## config.mk

```make
export PLATFORM = sky130hd
export DESIGN_NAME = unified_mem_arbiter
export DESIGN_NICKNAME = d
export VERILOG_FILES = /design/src/rtl/cpu_mem_pkg.sv /design/src/rtl/unified_mem_arbiter.sv
export SDC_FILE = /design/constraint.sdc
export NUM_CORES = 1
export LEC_CHECK = 0
export ABC_AREA = 0
export CAP_MARGIN = 40
export CORE_MARGIN = 4
export CORE_UTILIZATION = 40
export CTS_CLUSTER_SIZE = 20
export DETAILED_ROUTE_END_ITERATION = 6
export PLACE_DENSITY = 0.77
export SYNTH_ARGS = -nofsm -noshare
export SYNTH_HDL_FRONTEND = slang
export SYNTH_SLANG_ARGS = --single-unit
```

## constraint.sdc

```tcl
create_clock -name clk_i -period 2.15 [get_ports clk_i]
set_clock_uncertainty 0.1 [all_clocks]
set_input_delay 0.43 -clock clk_i [delete_from_list [all_inputs] [get_ports clk_i]]
set_output_delay 0.43 -clock clk_i [all_outputs]
set_load 0.01 [all_outputs]
```

## src/rtl/cpu_mem_pkg.sv

```systemverilog
// Shared encodings and defaults for the unified memory arbiter.
package cpu_mem_pkg;

    localparam int DEF_ADDR_W = 32;
    localparam int DEF_DATA_W = 32;

    typedef enum logic [1:0] {
        ST_IDLE    = 2'b00,
        ST_BUSY_IF = 2'b01,
        ST_BUSY_D  = 2'b10
    } arb_state_e;

    typedef enum logic [1:0] {
        GNT_NONE = 2'b00,
        GNT_IF   = 2'b01,
        GNT_D    = 2'b10
    } grant_e;

    // A zero limit still needs a one-bit counter to keep the port legal.
    function automatic int starve_cnt_width(input int limit);
        return (limit > 0) ? $clog2(limit + 1) : 1;
    endfunction

endpackage

```

## src/rtl/unified_mem_arbiter.sv

```systemverilog
// Arbitrates one single-ported memory between instruction fetch and load/store.
// Data wins ties; a saturating starvation counter forces a fetch after STARVE_LIMIT data wins.
module unified_mem_arbiter
    import cpu_mem_pkg::*;
#(
    parameter int ADDR_W       = DEF_ADDR_W,
    parameter int DATA_W       = DEF_DATA_W,
    parameter int STARVE_LIMIT = 4
) (
    input  logic              clk_i,
    input  logic              reset_i,
    input  logic              if_req_i,
    input  logic [ADDR_W-1:0] if_addr_i,
    output logic              if_ready_o,
    output logic [DATA_W-1:0] if_rdata_o,
    input  logic              d_req_i,
    input  logic              d_we_i,
    input  logic [ADDR_W-1:0] d_addr_i,
    input  logic [DATA_W-1:0] d_wdata_i,
    output logic              d_ready_o,
    output logic [DATA_W-1:0] d_rdata_o,
    output logic              mem_req_o,
    output logic              mem_we_o,
    output logic [ADDR_W-1:0] mem_addr_o,
    output logic [DATA_W-1:0] mem_wdata_o,
    input  logic              mem_ready_i,
    input  logic [DATA_W-1:0] mem_rdata_i,
    output logic [1:0]        grant_o
);

    localparam int                CNT_W   = starve_cnt_width(STARVE_LIMIT);
    localparam logic [CNT_W-1:0]  LIMIT_C = CNT_W'(STARVE_LIMIT);

    arb_state_e        state_q;
    grant_e            grant_q;
    logic [CNT_W-1:0]  starve_cnt_q;
    logic              mem_req_q;
    logic              mem_we_q;
    logic [ADDR_W-1:0] mem_addr_q;
    logic [DATA_W-1:0] mem_wdata_q;
    logic [DATA_W-1:0] if_rdata_q;
    logic [DATA_W-1:0] d_rdata_q;
    logic              mem_done;
    logic              data_wins;

    // A reset in the completion cycle abandons the access, so it must not pulse ready.
    assign mem_done   = mem_req_q && mem_ready_i && !reset_i;
    assign data_wins  = d_req_i && (!if_req_i || (starve_cnt_q < LIMIT_C));

    assign if_ready_o = mem_done && (state_q == ST_BUSY_IF);
    assign d_ready_o  = mem_done && (state_q == ST_BUSY_D);
    assign if_rdata_o = if_ready_o ? mem_rdata_i : if_rdata_q;
    assign d_rdata_o  = (d_ready_o && !mem_we_q) ? mem_rdata_i : d_rdata_q;

    assign mem_req_o   = mem_req_q;
    assign mem_we_o    = mem_we_q;
    assign mem_addr_o  = mem_addr_q;
    assign mem_wdata_o = mem_wdata_q;
    assign grant_o     = grant_q;

    always_ff @(posedge clk_i) begin
        if (reset_i) begin
            state_q      <= ST_IDLE;
            grant_q      <= GNT_NONE;
            starve_cnt_q <= '0;
            mem_req_q    <= 1'b0;
            mem_we_q     <= 1'b0;
            mem_addr_q   <= '0;
            mem_wdata_q  <= '0;
            if_rdata_q   <= '0;
            d_rdata_q    <= '0;
        end else begin
            case (state_q)
                ST_IDLE: begin
                    if (data_wins) begin
                        state_q     <= ST_BUSY_D;
                        grant_q     <= GNT_D;
                        mem_req_q   <= 1'b1;
                        mem_we_q    <= d_we_i;
                        mem_addr_q  <= d_addr_i;
                        mem_wdata_q <= d_wdata_i;
                        // Only wins over a waiting fetch count towards starvation.
                        if (if_req_i) begin
                            starve_cnt_q <= starve_cnt_q + CNT_W'(1);
                        end
                    end else if (if_req_i) begin
                        state_q      <= ST_BUSY_IF;
                        grant_q      <= GNT_IF;
                        mem_req_q    <= 1'b1;
                        mem_we_q     <= 1'b0;
                        mem_addr_q   <= if_addr_i;
                        starve_cnt_q <= '0;
                    end
                end
                ST_BUSY_IF, ST_BUSY_D: begin
                    if (mem_ready_i) begin
                        state_q   <= ST_IDLE;
                        grant_q   <= GNT_NONE;
                        mem_req_q <= 1'b0;
                        if (state_q == ST_BUSY_IF) begin
                            if_rdata_q <= mem_rdata_i;
                        end else if (!mem_we_q) begin
                            d_rdata_q <= mem_rdata_i;
                        end
                    end
                end
                default: begin
                    state_q   <= ST_IDLE;
                    grant_q   <= GNT_NONE;
                    mem_req_q <= 1'b0;
                end
            endcase
        end
    end

endmodule
```

### Yosys cells after proc, flatten, opt, wreduce, memory -nomap -nowiden

Index checks and enable logic that the tools add are counted.

* flip-flop bits (word level): 135
* bits of input ports: 134
* output and inout bits: 134
* logic and storage cells: 52

* add/subtract/negate cells: 1
* $lt $le $gt $ge: 1
* equality and inequality tests: 4
* muxes and demuxes: 17
* bitwise gates (word level): 2
* reductions and logical operators: 19

Operators by type and width (count)
* two-way mux 32 bit: 4
* two-way mux 3 bit: 3
* AND reduction 2 bit: 4
* logical AND 1 bit: 6
* two-way mux 2 bit: 3
* two-way mux 1 bit: 5
* case mux 2 bit (2 select lines): 1
* AND reduction 4 bit: 1
* adder 3 x 1 -> 3 bit, second input constant: 1
* zero test 1 bit: 3
* < comparator 3 bit, second input constant: 1
* inequality test 3 bit, second input constant: 1
* AND reduction 3 bit: 1
* equality test 2 x 1 -> 1 bit, second input constant: 1
* equality test 2 bit, second input constant: 1
* zero test 2 bit: 1
* inequality test 2 bit, second input constant: 1
* NOT 1 bit: 2
* case mux 1 bit (2 select lines): 1
* nonzero test 2 bit: 1
* OR reduction 2 bit: 1
* logical OR 1 bit: 1

### Logic depth before layout (Yosys ltp)

Gate-level depths: netlist of run 1.

* depth after elaboration: 5
* mapped depth: 7
* gate-level depth less buffers: 5

### Worst setup path before layout of run 1

No wires, ideal clock.

* path kind: input -> output
* start point: in mem_ready_i
* end point: out d_rdata_o[2]
* data arrival time: 1.483 ns
* data required time: 1.620 ns
* path slack: 0.137 ns
* cell stages on the path: 4
* buffers on the path: 1
* cell sequence: nand2_1 nor4b_4 buf_6 mux2_1

* longest elaborated chain between the ends: 5

RTL lines
* start, declared: line unified_mem_arbiter.sv:26 `input logic mem_ready_i,`
* logical AND 1 bit (2 in series): line unified_mem_arbiter.sv:47 `assign mem_done = mem_req_q && mem_ready_i && !reset_i;`
* logical AND 1 bit: line unified_mem_arbiter.sv:51 `assign d_ready_o = mem_done && (state_q == ST_BUSY_D);`
* logical AND 1 bit: line unified_mem_arbiter.sv:53 `assign d_rdata_o = (d_ready_o && !mem_we_q) ? mem_rdata_i : d_rdata_q;`
* two-way mux 32 bit: line unified_mem_arbiter.sv:53
* end, declared: line unified_mem_arbiter.sv:21 `output logic [DATA_W-1:0] d_rdata_o,`

No other way between the ends.

==> results of run 1 <==
where the power goes:
| group | internal [mW] | switching (mW) |
|---|---|---|
| sequential | 2.67 | 0.0866 |
| clock | 1.98 | 1.06 |
| combinational | 0.832 | 0.674 |
| total | 5.48 | 1.82 |
registers in the layout, summed over array words and instances, names as in the netlist:
register,flops
mem_we_o,1
mem_req_o,1
grant_o,2
starve_cnt_q,3
if_rdata_q,32
mem_addr_o,32
mem_wdata_o,32
d_rdata_q,32
per-layer routing:
| metal | wire [um] | up-vias | track usage, % |
|---|---|---|---|
| li1 | - | 3117 | - |
| met1 | 7880 | 3003 | 25.9 |
| met2 | 11100 | 261 | 44.0 |
| met3 | 1980 | 49 | 8.92 |
| met4 | 710 | 0 | 9.66 |
| met5 | 0 | - | 0 |
worst max-delay path: cells and delay by family (launching register included):
family                   cells  cell delay, ns
buffers and inverters        5            0.65
flip-flops                   1            0.33
multiplexers                 1            0.30
AND/OR/NAND/NOR              1            0.24
adder cells (fa/ha/maj)      1            0.15
through the flow:
stage	std cells	util [%]	hold slack [ns]
after CTS	1231	70.4	0.352
after detailed placement	1171	62.9	0.343
after floorplan	724	-	0.332
after global routing	1234	71.8	0.374
final	1234	71.8	0.351
after global placement	1171	62.9	0.339
cells in the final DEF (no fill, tap or decap), types with 4 or more instances in the layout:
cell / n
clkdlybuf4s50_1: 199
nand2_1: 165
a21oi_1: 133
dfxtp_1: 133
buf_6: 75
buf_4: 63
mux2_4: 57
o21ai_0: 35
nand3_1: 34
nor2_1: 33
a211oi_1: 32
clkbuf_16: 17
buf_12: 11
mux2_2: 7
clkbuf_8: 5
inv_1: 4
final cells by class:
| type | count | area share, % |
|---|---|---|
| repair buffers | 358 | 35.1 |
| multi-input cells | 520 | 30.6 |
| flip-flops and latches | 135 | 25.9 |
| clock buffers | 25 | 4.84 |
| well taps | 184 | 2.21 |
| clock inverters | 7 | 1.10 |
| inverters | 5 | 0.180 |
final timing paths:
path / cells after the start / from / to / slack, ns
worst max-delay path: 8 / grant_o[0]$_SDFFE_PP0P_ / d_rdata_o[22] / -0.47
worst min-delay path: 2 / if_rdata_q[29]$_SDFFE_PP0P_ / if_rdata_q[29]$_SDFFE_PP0P_ / 0.35
worst max register to register: 7 / grant_o[1]$_SDFFE_PP0P_ / d_rdata_q[12]$_SDFFE_PP0P_ / 0.13
worst min register to register: 2 / if_rdata_q[29]$_SDFFE_PP0P_ / if_rdata_q[29]$_SDFFE_PP0P_ / 0.35
timing repair:
action	4_1_cts	5_1_grt
pin swaps	4	1
setup buffers	22	6
setup endpoints to repair	66	66
resized for setup	362	55
gates cloned	6	0
hold buffers	0	0
logic make-up after synthesis:
logic type / after synthesis / synth area share [%]
muxes: 64 / 12.1
AOI/OAI and AO/OA: 206 / 19.0
buffers and inverters: 69 / 5.10
DFF: 135 / 45.5
and+or+nand+nor: 246 / 17.4
adders and majority gates: 4 / 0.843
==> reports/results.ini, run 1 <==
[outcome]
status=complete, but fails checks
violations=negative setup slack

[timing]
setup_viol=65
hold_violations=0
tightest_slew_ns=0.590
period_needed_ns=2.62
slew_headroom_pct=60.7
fmax_mhz=382
drv_slew=0
period_share_pct=122
rsz0062_at_grt=yes
setup_slack_ns=-0.468
tns_ns=-24.61

[clock_network]
htree_num_levels=4
clk-insertion-delay-late_ns=0.40
cts_tree=yes
cts_root_buf=clkbuf_16
numCtsBuffers=17
clk_path_buf_depth=2
clock_sinks=135
clk_pin_slew_ns=0.05

[logic_synthesis]
synth_fp_nets=862
synth_top_flop_cell=dfxtp_1
async_reset_ff_share_pct=0
ys_ff_latch=135
synth_cell_types=31
syn_area_per_cell_um2=8.20
ys_seq_area_share_pct=45.5
yosysMostFrequentCell=nand2_1
synthTopCellsByCount=nand2_1, dfxtp_1, a21oi_1, mux2_2, clkbuf_1
synth_warnings=0
synth_cells=724
synth_top_area_share_pct=45.5
synth-edff-count=0
post-synth-top-area-cell=dfxtp_1
synth.area.top_cells=dfxtp_1, a21oi_1, mux2_2
synth_area_um2=5930

[routing]
dr_total_vias=6430
dr.pass1.iters=4
drt_iter0_drc=420
ant_nets=0
wl_per_cell_um=17.5
via_per_inst=5.21
routed_wl_um=21600
drc_errors=0

[floorplan]
die_h_um=130
core_region_area_um2=14500
row_count=44
die-area_um2=16800
io_pins=268
die_w_um=130
start_util_pct=40.8

[global_routing]
grt_max_degree=56
grt_pass1_vias=6346
antenna_found_initial=0
overflow=0
grt_pass1_wl_um=32400
grt_usage_pct=24.4

[setup_path]
slowest_delay_ns=0.33
critPathKind=register to output port
start_kind=register
path_cells=inv_2 > ha_4 > nor4b_4 > buf_6 > buf_12 > buf_6 > mux2_4 > buf_6
worst_setup_path_end_kind=output port
critPathMaxFanout=8
cp_common_cell=buf_6
cpMaxStageDelayCell=dfxtp_2
crit_arrival_ns=2.09
required_ns=1.62

[layout]
seq_area_um2=2710
n_antenna_cell=0
drive_gt1_share_pct=25.0
layout.nets=1175
fin_area_um2=10400
fillCellCount=1074
multi_input_area_um2=3190
area_delta_synth_final_pct=75.8

[place]
dpl.hpwl_um=13500
io_buffer_count=267
globalplace.congestion=0.775
dpl_cell_area_um2=9140
dp_slack_ns=-0.846

[worst_hold_path]
min_path_type=register to register

[power_and_ir_drop]
power_mw=7.30
power.density_nw_per_um2=700
peakVddDrop_mv=0.520
p_leak_nw=4.20

[job]
drv_cap=0

(Power assumes the default switching activity.)
==> run 2: changes to the inputs <==
- HOLD_SLACK_MARGIN: unset -> 0.03
==> results of run 2 <==
Final layout, timing and power as in run 1 (identical DEF).
